$ cat config.mk
export PLATFORM = sky130hd
export DESIGN_NAME = multicycle_control
export DESIGN_NICKNAME = d
export VERILOG_FILES = /design/src/rtl/mips_pkg.sv /design/src/rtl/alu_decoder.sv /design/src/rtl/multicycle_control.sv
export SDC_FILE = /design/constraint.sdc
export NUM_CORES = 1
export LEC_CHECK = 0
export CORE_MARGIN = 3
export CORE_UTILIZATION = 42
export DETAILED_ROUTE_END_ITERATION = 16
export PLACE_DENSITY = 0.85
export SYNTH_ARGS = -nofsm -noshare
export SYNTH_HDL_FRONTEND = slang
export SYNTH_SLANG_ARGS = --single-unit
$ cat constraint.sdc
create_clock -name clk -period 5 [get_ports clk]
set_input_delay 1 -clock clk [delete_from_list [all_inputs] [get_ports clk]]
set_output_delay 1 -clock clk [all_outputs]
set_load 0.03 [all_outputs]
$ cat src/rtl/mips_pkg.sv
// -----------------------------------------------------------------------------
// mips_pkg
// Shared types and constants for the multicycle MIPS control path.
//   state_t      : 4-bit FSM state encoding (debug-visible on the state port)
//   aluop_t      : main-control to ALU-decoder operation class
//   OP_*         : instr[31:26] opcodes understood by the controller
//   FUNCT_*      : instr[5:0] function codes for R-type instructions
//   ALUCTL_*     : ALU operation codes driven on alucontrol
//   SRCB_*/PCSRC_: mux select encodings for ALU B input and next-PC source
//   FUNCT_TABLE / ALUCTL_TABLE : packed lookup used by the ALU decoder
// -----------------------------------------------------------------------------
package mips_pkg;

    typedef enum logic [3:0] {
        S_FETCH    = 4'd0,
        S_DECODE   = 4'd1,
        S_MEMADR   = 4'd2,
        S_MEMREAD  = 4'd3,
        S_MEMWB    = 4'd4,
        S_MEMWRITE = 4'd5,
        S_EXECUTE  = 4'd6,
        S_ALUWB    = 4'd7,
        S_BRANCH   = 4'd8,
        S_ADDIEXEC = 4'd9,
        S_ADDIWB   = 4'd10,
        S_JUMP     = 4'd11   // only reachable when the jump feature is built in
    } state_t;

    typedef enum logic [1:0] {
        ALUOP_ADD   = 2'b00,
        ALUOP_SUB   = 2'b01,
        ALUOP_FUNCT = 2'b10
    } aluop_t;

    // Opcodes
    localparam logic [5:0] OP_RTYPE = 6'b000000;
    localparam logic [5:0] OP_LW    = 6'b100011;
    localparam logic [5:0] OP_SW    = 6'b101011;
    localparam logic [5:0] OP_BEQ   = 6'b000100;
    localparam logic [5:0] OP_ADDI  = 6'b001000;
    localparam logic [5:0] OP_J     = 6'b000010;

    // R-type function codes
    localparam logic [5:0] FUNCT_ADD = 6'b100000;
    localparam logic [5:0] FUNCT_SUB = 6'b100010;
    localparam logic [5:0] FUNCT_AND = 6'b100100;
    localparam logic [5:0] FUNCT_OR  = 6'b100101;
    localparam logic [5:0] FUNCT_SLT = 6'b101010;

    // ALU operation codes
    localparam logic [2:0] ALUCTL_AND = 3'b000;
    localparam logic [2:0] ALUCTL_OR  = 3'b001;
    localparam logic [2:0] ALUCTL_ADD = 3'b010;
    localparam logic [2:0] ALUCTL_SUB = 3'b110;
    localparam logic [2:0] ALUCTL_SLT = 3'b111;

    // ALU B source select
    localparam logic [1:0] SRCB_RD2       = 2'b00;
    localparam logic [1:0] SRCB_FOUR      = 2'b01;
    localparam logic [1:0] SRCB_IMM       = 2'b10;
    localparam logic [1:0] SRCB_IMM_SHIFT = 2'b11;

    // Next-PC source select
    localparam logic [1:0] PCSRC_ALURESULT = 2'b00;
    localparam logic [1:0] PCSRC_ALUOUT    = 2'b01;
    localparam logic [1:0] PCSRC_JUMP      = 2'b10;

    // Funct -> ALU control lookup; entry i lives at bits [i*W +: W].
    // Codes are unique, so at most one entry can match a given funct.
    localparam int NUM_FUNCT = 5;
    localparam logic [NUM_FUNCT*6-1:0] FUNCT_TABLE =
        {FUNCT_SLT, FUNCT_OR, FUNCT_AND, FUNCT_SUB, FUNCT_ADD};
    localparam logic [NUM_FUNCT*3-1:0] ALUCTL_TABLE =
        {ALUCTL_SLT, ALUCTL_OR, ALUCTL_AND, ALUCTL_SUB, ALUCTL_ADD};

endpackage

$ cat src/rtl/alu_decoder.sv
// -----------------------------------------------------------------------------
// alu_decoder
// Combinational ALU control decode.
//   aluop      in  2  operation class from the main FSM
//   funct      in  6  instr[5:0], consulted only for ALUOP_FUNCT
//   alucontrol out 3  ALU operation
// Unknown function codes fall back to add.
// -----------------------------------------------------------------------------
module alu_decoder
    import mips_pkg::*;
(
    input  aluop_t     aluop,
    input  logic [5:0] funct,
    output logic [2:0] alucontrol
);

    logic [NUM_FUNCT-1:0] funct_hit;
    logic [2:0]           funct_ctl [NUM_FUNCT];
    logic [2:0]           rtype_ctl;

    // One comparator per table entry; a matching entry contributes its code,
    // all others contribute zero so the results can simply be OR-ed together.
    generate
        for (genvar gi = 0; gi < NUM_FUNCT; gi++) begin : g_funct
            assign funct_hit[gi] = (funct == FUNCT_TABLE[gi*6 +: 6]);
            assign funct_ctl[gi] = funct_hit[gi] ? ALUCTL_TABLE[gi*3 +: 3] : 3'b000;
        end
    endgenerate

    always_comb begin
        rtype_ctl = 3'b000;
        for (int i = 0; i < NUM_FUNCT; i++) begin
            rtype_ctl = rtype_ctl | funct_ctl[i];
        end
        if (funct_hit == '0) begin
            rtype_ctl = ALUCTL_ADD;
        end
    end

    always_comb begin
        alucontrol = ALUCTL_ADD;
        case (aluop)
            ALUOP_ADD:   alucontrol = ALUCTL_ADD;
            ALUOP_SUB:   alucontrol = ALUCTL_SUB;
            ALUOP_FUNCT: alucontrol = rtype_ctl;
            default:     alucontrol = ALUCTL_ADD;
        endcase
    end

endmodule

$ cat src/rtl/multicycle_control.sv
// -----------------------------------------------------------------------------
// multicycle_control
// Moore-style main controller for a multicycle MIPS subset
// (lw, sw, R-type, beq, addi, optionally j) sharing one memory port.
//
// Ports
//   clk, reset     : clock and synchronous active-high reset
//   op, funct      : instruction fields from the instruction register
//   zero           : ALU zero flag (beq condition)
//   mem_ready      : memory access completes this cycle
//   pcen           : PC enable = pcwrite | (branch & zero)
//   iord, irwrite, memwrite, memtoreg, regdst, regwrite, alusrca : datapath controls
//   alusrcb, pcsrc : datapath mux selects
//   alucontrol     : ALU operation from alu_decoder
//   state          : current state, for debug
//
// Build option
//   MULTICYCLE_JUMP_EN : when defined, op 000010 is executed through the JUMP
//                        state; when undefined it is treated as illegal.
//
// While reset is high the outputs show FETCH values with every write enable
// masked, so nothing in the datapath can be disturbed during reset even when
// reset arrives in the middle of an instruction.
// -----------------------------------------------------------------------------
module multicycle_control
    import mips_pkg::*;
(
    input  logic       clk,
    input  logic       reset,
    input  logic [5:0] op,
    input  logic [5:0] funct,
    input  logic       zero,
    input  logic       mem_ready,
    output logic       pcen,
    output logic       iord,
    output logic       irwrite,
    output logic       memwrite,
    output logic       memtoreg,
    output logic       regdst,
    output logic       regwrite,
    output logic       alusrca,
    output logic [1:0] alusrcb,
    output logic [2:0] alucontrol,
    output logic [1:0] pcsrc,
    output logic [3:0] state
);

    state_t state_reg;
    state_t state_next;
    aluop_t aluop;
    logic   pcwrite;
    logic   branch;

    always_ff @(posedge clk) begin
        if (reset) begin
            state_reg <= S_FETCH;
        end else begin
            state_reg <= state_next;
        end
    end

    always_comb begin
        state_next = state_reg;
        pcwrite    = 1'b0;
        branch     = 1'b0;
        iord       = 1'b0;
        irwrite    = 1'b0;
        memwrite   = 1'b0;
        memtoreg   = 1'b0;
        regdst     = 1'b0;
        regwrite   = 1'b0;
        alusrca    = 1'b0;
        alusrcb    = SRCB_RD2;
        aluop      = ALUOP_ADD;
        pcsrc      = PCSRC_ALURESULT;

        case (state_reg)
            S_FETCH: begin
                // PC+4 is computed every cycle but only committed, together
                // with the instruction load, once memory returns the word.
                alusrcb = SRCB_FOUR;
                irwrite = mem_ready;
                pcwrite = mem_ready;
                if (mem_ready) begin
                    state_next = S_DECODE;
                end
            end
            S_DECODE: begin
                // Speculatively form the branch target into ALUOut.
                alusrcb = SRCB_IMM_SHIFT;
                case (op)
                    OP_LW, OP_SW: state_next = S_MEMADR;
                    OP_RTYPE:     state_next = S_EXECUTE;
                    OP_BEQ:       state_next = S_BRANCH;
                    OP_ADDI:      state_next = S_ADDIEXEC;
`ifdef MULTICYCLE_JUMP_EN
                    OP_J:         state_next = S_JUMP;
`endif
                    default:      state_next = S_FETCH;
                endcase
            end
            S_MEMADR: begin
                alusrca    = 1'b1;
                alusrcb    = SRCB_IMM;
                state_next = (op == OP_SW) ? S_MEMWRITE : S_MEMREAD;
            end
            S_MEMREAD: begin
                iord = 1'b1;
                if (mem_ready) begin
                    state_next = S_MEMWB;
                end
            end
            S_MEMWB: begin
                memtoreg   = 1'b1;
                regwrite   = 1'b1;
                state_next = S_FETCH;
            end
            S_MEMWRITE: begin
                // The strobe is held until the memory accepts it; leaving on
                // the mem_ready cycle drops it in the following cycle.
                iord     = 1'b1;
                memwrite = 1'b1;
                if (mem_ready) begin
                    state_next = S_FETCH;
                end
            end
            S_EXECUTE: begin
                alusrca    = 1'b1;
                aluop      = ALUOP_FUNCT;
                state_next = S_ALUWB;
            end
            S_ALUWB: begin
                regdst     = 1'b1;
                regwrite   = 1'b1;
                state_next = S_FETCH;
            end
            S_BRANCH: begin
                alusrca    = 1'b1;
                aluop      = ALUOP_SUB;
                pcsrc      = PCSRC_ALUOUT;
                branch     = 1'b1;
                state_next = S_FETCH;
            end
            S_ADDIEXEC: begin
                alusrca    = 1'b1;
                alusrcb    = SRCB_IMM;
                state_next = S_ADDIWB;
            end
            S_ADDIWB: begin
                regwrite   = 1'b1;
                state_next = S_FETCH;
            end
`ifdef MULTICYCLE_JUMP_EN
            S_JUMP: begin
                pcsrc      = PCSRC_JUMP;
                pcwrite    = 1'b1;
                state_next = S_FETCH;
            end
`endif
            default: begin
                state_next = S_FETCH;
            end
        endcase

        // Reset overrides whatever state the register currently holds:
        // present FETCH selects with all enables low.
        if (reset) begin
            pcwrite  = 1'b0;
            branch   = 1'b0;
            iord     = 1'b0;
            irwrite  = 1'b0;
            memwrite = 1'b0;
            memtoreg = 1'b0;
            regdst   = 1'b0;
            regwrite = 1'b0;
            alusrca  = 1'b0;
            alusrcb  = SRCB_FOUR;
            aluop    = ALUOP_ADD;
            pcsrc    = PCSRC_ALURESULT;
        end

        pcen  = pcwrite | (branch & zero);
        state = reset ? S_FETCH : state_reg;
    end

    alu_decoder u_alu_decoder (
        .aluop      (aluop),
        .funct      (funct),
        .alucontrol (alucontrol)
    );

endmodule

==> results.txt, run 1 <==
run status - completed
final net count - 141
vias in the first global route - 694
clk_skew - 0.00178 ns
drt pass-1 iters - 4
PwrDens - 126 nW/µm²
critical path cell sequence - clkdlybuf4s50_1, and2b_1, nand2b_1, or2_2, inv_1, ha_1, inv_1, nor4_1, nor2_1, o211ai_1, clkdlybuf4s50_1
core area - 1400 µm²
# Post-CTS Setup Buffers - 0
# setup viols final - 0
GR Util All Layers - 0.169
top cells by area, synth - dfxtp_1, nand2b_1, nor2_1, nor4b_2, ha_1
post-DP HPWL - 1.38 mm
Buf+Inv Stages, Crit Path - 4
Setup WS post-layout - 0.373 ns
layout cells sized above 1 - 0.124
setup TNS - 0 ns
cts hold-fix bufs - 0
Die H - 45.9 µm
Distinct cells, synth - 41
full die area - 2110 µm²
RSZ-0062 raised after global routing - no
Top delay family on crit path - buffers and inverters
worst-path fanout max - 4
Starting DRT DRC Count - 14
post_cts resized - 0
TritonCTS buffer count - 3
yosys warns - 0
final hold vios - 0
# placed instances - 133
initial antenna violation count - 0
share of flip-flops with an asynchronous set or reset - 0
Hold Path Class - reg2reg
Clock Tree Buf Depth - 2
VDD IR-drop max - 0.172 mV
post-synth top area share - 0.120
Max Slew Vio Count - 0
Leakage - 0.000369 µW
Slew headroom - 0.582
CTS tree - done
Syn Inst Count - 91
Total Wirelength - 1.70 mm
post-synthesis sequential area ratio - 0.120
fmax - 0.216 GHz
CP max stage cell - clkdlybuf4s50_1
#FFs+latches synth - 4
P&R area growth vs syn - 49.7%
Die Width - 45.9 µm
clk sinks - 4
Port-buffer cells - 33
Post-Layout Cell Count - 136
# IOs - 35
ant diodes - 0
first-pass GRT wire length - 2.73 mm
Worst path max stage delay - 0.69 ns
max reg flops - 4
mapped cell area - 669 µm²
Critical Path Sink Type - primary output
syn nets - 109
Syn Area/Cell - 7.36 µm²
CP startpoint kind - primary input
H-tree levels - 1
Crit path required time - 4.00 ns
routed len/inst - 12.5 µm
Crit path arrival time - 3.63 ns
drt drc - 0
initial core utilization - 0.479
final worst path period need - 4.63 ns
Post-synth EDFFs - 0
Hold WS - 0.753 ns
crit share post-route - 0.925
Placer Congestion - 0.870
max-cap violations - 0
DR vias - 772
row cnt - 13
cell taking the most area after synthesis - dfxtp_1
largest net degree at the start of global routing - 19
pre-CTS setup slack - 0.363 ns
measured slew at the worst slew-check pin - 0.626 ns
CTS root buf - clkbuf_4
DR vias/cell - 5.68
Final ANT Viol Nets - 0
Most used DFF post-synth - dfxtp_1
crit path kind - in2out
Reg clk slew, reported paths - 0.03 ns
GR Overflow Total - 0
Clock Latency Late Sink - 0.23 ns
## cells in the final DEF (no fill, tap or decap), types with 2 or more instances in the layout
master	n
inv_1	5
nand2_1	3
o21ai_1	2
clkbuf_4	3
nand3_1	3
clkdlybuf4s50_1	33
ha_1	2
xnor2_1	2
or2_2	3
nor2b_1	3
nor4b_1	2
nor3_1	5
nor2_1	10
nor4b_2	2
dfxtp_1	4
or4b_1	2
nand3b_1	2
a21oi_1	3
nand2b_1	10
## worst reg2reg max path, delay by kind of cell (launching register included)
family | cells | cell delay (ns)
DFF | 1 | 0.71
AOI/OAI and AO/OA | 2 | 0.60
and+or+nand+nor | 1 | 0.23
## logic make-up (layout without fill, tap and decap cells)
kind of cell,Yosys count,in the layout,share of synthesized area
AO/OA/AOI/OAI,18,18,0.213
buffers and inverters,12,42,0.0972
XOR/XNOR,3,3,0.0393
adder cells (fa/ha/maj),2,2,0.0374
AND/OR/NAND/NOR,51,51,0.488
other,1,1,0.00560
flip-flops,4,4,0.120
## cell type report
| cell class | count | area (µm²) |
|---|---|---|
| clock buffer | 3 | 22.5 |
| inverter | 5 | 18.8 |
| multi-input combinational | 75 | 524 |
| sequential | 4 | 80.1 |
| tap | 15 | 18.8 |
| fill | 114 | 397 |
| timing repair buffer | 34 | 338 |
## path summary, 6_finish.rpt
check        cells after the start                         to  slack (ns)                       from
max reg2reg                      3  state_reg[1]$_SDFFE_PP0P_        3.38  state_reg[1]$_SDFFE_PP0P_
min                              1  state_reg[3]$_SDFFE_PP0P_        0.75  state_reg[3]$_SDFFE_PP0P_
max                             11              alucontrol[1]        0.37                      reset
min reg2reg                      1  state_reg[3]$_SDFFE_PP0P_        0.75  state_reg[3]$_SDFFE_PP0P_
## synth_stat cells, types with 3 or more instances
| cell | count |
|---|---|
| nand2b_1 | 10 |
| nand3_1 | 3 |
| nor2b_1 | 3 |
| a21oi_1 | 3 |
| dfxtp_1 | 4 |
| nor3_1 | 5 |
| or2_2 | 3 |
| nor2_1 | 10 |
| nand2_1 | 3 |
| inv_1 | 5 |
| buf_2 | 4 |
## metrics by stage
stage / total power [µW] / util / instance area (µm²)
final: 126 / 0.716 / 1000
after detailed placement: 88.4 / 0.700 / 980
after global placement: 87.6 / 0.700 / 980
after CTS: 128 / 0.716 / 1000
after global routing: 135 / 0.716 / 1000
after floorplan: 67.3 / - / 669
## per-layer routing
layer	GRT usage	vias to the layer above	wire, µm
li1	-	388	-
met5	0	-	0
met1	0.176	350	664
met3	0.0395	2	188
met2	0.321	32	829
met4	0.0568	0	19
## report_power, final
group	internal, µW	switching, µW	total [µW]
Combinational	26.8	22.0	48.8
Sequential	33.5	5.85	39.3
Clock	26.7	11.1	37.8
Total	87.0	38.9	126
Note: power is estimated with default switching activity, not from simulation.
==> run 2: changes to the inputs <==
--- a/config.mk
+++ b/config.mk
@@ -5,10 +5,10 @@
 export SDC_FILE = /design/constraint.sdc
 export NUM_CORES = 1
 export LEC_CHECK = 0
+export CAP_MARGIN = 20
 export CORE_MARGIN = 3
-export CORE_UTILIZATION = 42
+export CORE_UTILIZATION = 25
 export DETAILED_ROUTE_END_ITERATION = 16
-export PLACE_DENSITY = 0.85
 export SYNTH_ARGS = -nofsm -noshare
 export SYNTH_HDL_FRONTEND = slang
 export SYNTH_SLANG_ARGS = --single-unit
==> results.txt, run 2 (synthesis gave the netlist of run 1 again) <==
clock share of power - 0.304
Port-buffer cells - 33
crit share post-route - 0.932
commonest non-fill, non-tap cell in the layout - clkdlybuf4s50_1
routed len/inst - 11.7 µm
Post-Layout Cell Count - 151
flop2flop setup slack - 3.39 ns
worst r2r path cells - 3
Slew headroom - 0.590
Pint - 87.0 µW
crit path from - reset
Worst setup endpoint - alucontrol[1]
CP max stage cell - clkdlybuf4s50_1
CTS tree - done
Clock Tree Buf Depth - 2
# setup viols final - 0
P&R area growth vs syn - 52.5%
final worst path period need - 4.66 ns
largest net degree at the start of global routing - 19
drt drc - 0
net switching share of the total power - 0.314
critical path cell sequence - clkdlybuf4s50_1, and2b_1, nand2b_1, or2_2, inv_1, ha_1, inv_1, nor4_1, nor2_1, o211ai_1, clkdlybuf4s50_1
Die H - 57.7 µm
Total Wirelength - 1.76 mm
clk sinks - 4
worst-path fanout max - 4
Flop pwr share - 0.312
final hold vios - 0
crit path kind - in2out
Leakage - 0.000369 µW
max-cap violations - 0
# IOs - 35
max reg flops - 4
initial core utilization - 0.265
register area - 80.1 µm²
most frequent cells in the layout - clkdlybuf4s50_1, nand2b_1, nor2_1, inv_1, nor3_1
core area - 2520 µm²
row cnt - 18
TritonCTS buffer count - 3
DR vias/cell - 4.95
# Post-CTS Setup Buffers - 0
cts hold-fix bufs - 0
Hold Path Class - reg2reg
Placer Congestion - 0.824
full die area - 3330 µm²
first-pass GRT wire length - 2.92 mm
vias in the first global route - 681
Multi-input gate area - 524 µm²
Max Slew Vio Count - 0
Final ANT Viol Nets - 0
layout cells sized above 1 - 0.124
CTS root buf - clkbuf_4
FILL cells - 260
VDD IR-drop max - 0.152 mV
ant diodes - 0
Clock Latency Late Sink - 0.23 ns
CP startpoint kind - primary input
Reg clk slew, reported paths - 0.03 ns
Worst path max stage delay - 0.69 ns
initial antenna violation count - 0
clk_skew - 0.00371 ns
measured slew at the worst slew-check pin - 0.613 ns
final net count - 141
RSZ-0062 raised after global routing - no
switching power - 39.9 µW
Critical Path Sink Type - primary output
post-DP HPWL - 1.43 mm
run status - completed
drt pass-1 iters - 4
Crit path arrival time - 3.66 ns
GR Util All Layers - 0.108
Starting DRT DRC Count - 5
H-tree levels - 1
PwrDens - 124 nW/µm²
fmax - 0.215 GHz
GR Overflow Total - 0
Crit path required time - 4.00 ns
Die Width - 57.7 µm
R2R Path End - state_reg[1]$_SDFFE_PP0P_
post_cts resized - 0
DR vias - 747
RR Startpoint - state_reg[1]$_SDFFE_PP0P_
power share of the combinational group - 0.384
# placed instances - 148
setup TNS - 0 ns
[run 2: cell counts in the layout (fill, tap and decap cells not counted)]
Identical to the previous run, type by type.
[run 2: power groups by stage]
stage / clock [µW] / sequential (µW) / combinational [µW]
floorplan: 0 / 35.7 / 31.7
global placement: 0 / 39.8 / 49.0
detailed placement: 0 / 40.1 / 48.9
CTS: 41.3 / 39.5 / 49.3
global route: 45.7 / 40.3 / 52.5
finish: 38.6 / 39.6 / 48.7
[run 2: routing by layer]
layer | vias up | part of all wire | track usage
li1 | 383 | - | -
met1 | 330 | 0.42 | 0.132
met2 | 34 | 0.47 | 0.174
met3 | 0 | 0.11 | 0.0379
met4 | 0 | 0 | 0.0397
met5 | - | 0 | 0
[run 2: how the worst min path moves through the flow]
stage,startpoint,to,slack [ns],cells past startpoint
6_report,state_reg[3]$_SDFFE_PP0P_,state_reg[3]$_SDFFE_PP0P_,0.75,1
5_1_grt,state_reg[3]$_SDFFE_PP0P_,state_reg[3]$_SDFFE_PP0P_,0.81,1
4_1_cts,state_reg[3]$_SDFFE_PP0P_,state_reg[3]$_SDFFE_PP0P_,0.76,1
3_5_place_dp,state_reg[3]$_SDFFE_PP0P_,state_reg[3]$_SDFFE_PP0P_,0.76,1
3_3_place_gp,state_reg[3]$_SDFFE_PP0P_,state_reg[3]$_SDFFE_PP0P_,0.75,1
2_1_floorplan,state_reg[2]$_SDFFE_PP0P_,state_reg[3]$_SDFFE_PP0P_,0.61,2
[run 2: critical path, delay by kind of cell]
kind	cells	cell delay [ns]
AND/OR/NAND/NOR	5	1.18
buffers and inverters	4	1.23
AO/OA/AOI/OAI	1	0.10
adder cells (fa/ha/maj)	1	0.15
[run 2: metrics by stage]
| stage | setup WS, ns | utilization | instance area (µm²) | hold slack (ns) | power, µW |
|---|---|---|---|---|---|
| 2_1_floorplan | 1.09 | - | 669 | 0.615 | 67.3 |
| 3_5_place_dp | 0.316 | 0.396 | 998 | 0.760 | 89.0 |
| 6_report | 0.341 | 0.405 | 1020 | 0.755 | 127 |
| 5_1_grt | 0.145 | 0.405 | 1020 | 0.807 | 138 |
| 3_3_place_gp | 0.442 | 0.396 | 998 | 0.755 | 88.9 |
| 4_1_cts | 0.313 | 0.405 | 1020 | 0.761 | 130 |
[run 2: cell type report]
| class | instances | share of cell area |
|---|---|---|
| multi-input cells | 75 | 0.513 |
| clock buffers | 3 | 0.0221 |
| well taps | 30 | 0.0368 |
| inverters | 5 | 0.0184 |
| flip-flops and latches | 4 | 0.0784 |
| repair buffers | 34 | 0.331 |
==> run 3: changes to the inputs <==
--- a/config.mk
+++ b/config.mk
@@ -5,7 +5,7 @@
 export SDC_FILE = /design/constraint.sdc
 export NUM_CORES = 1
 export LEC_CHECK = 0
-export CAP_MARGIN = 20
+export ABC_CLOCK_PERIOD_IN_PS = 5000
 export CORE_MARGIN = 3
 export CORE_UTILIZATION = 25
 export DETAILED_ROUTE_END_ITERATION = 16
==> results of run 3 <==
The final DEF is identical to that of run 2; final timing and power are the same.
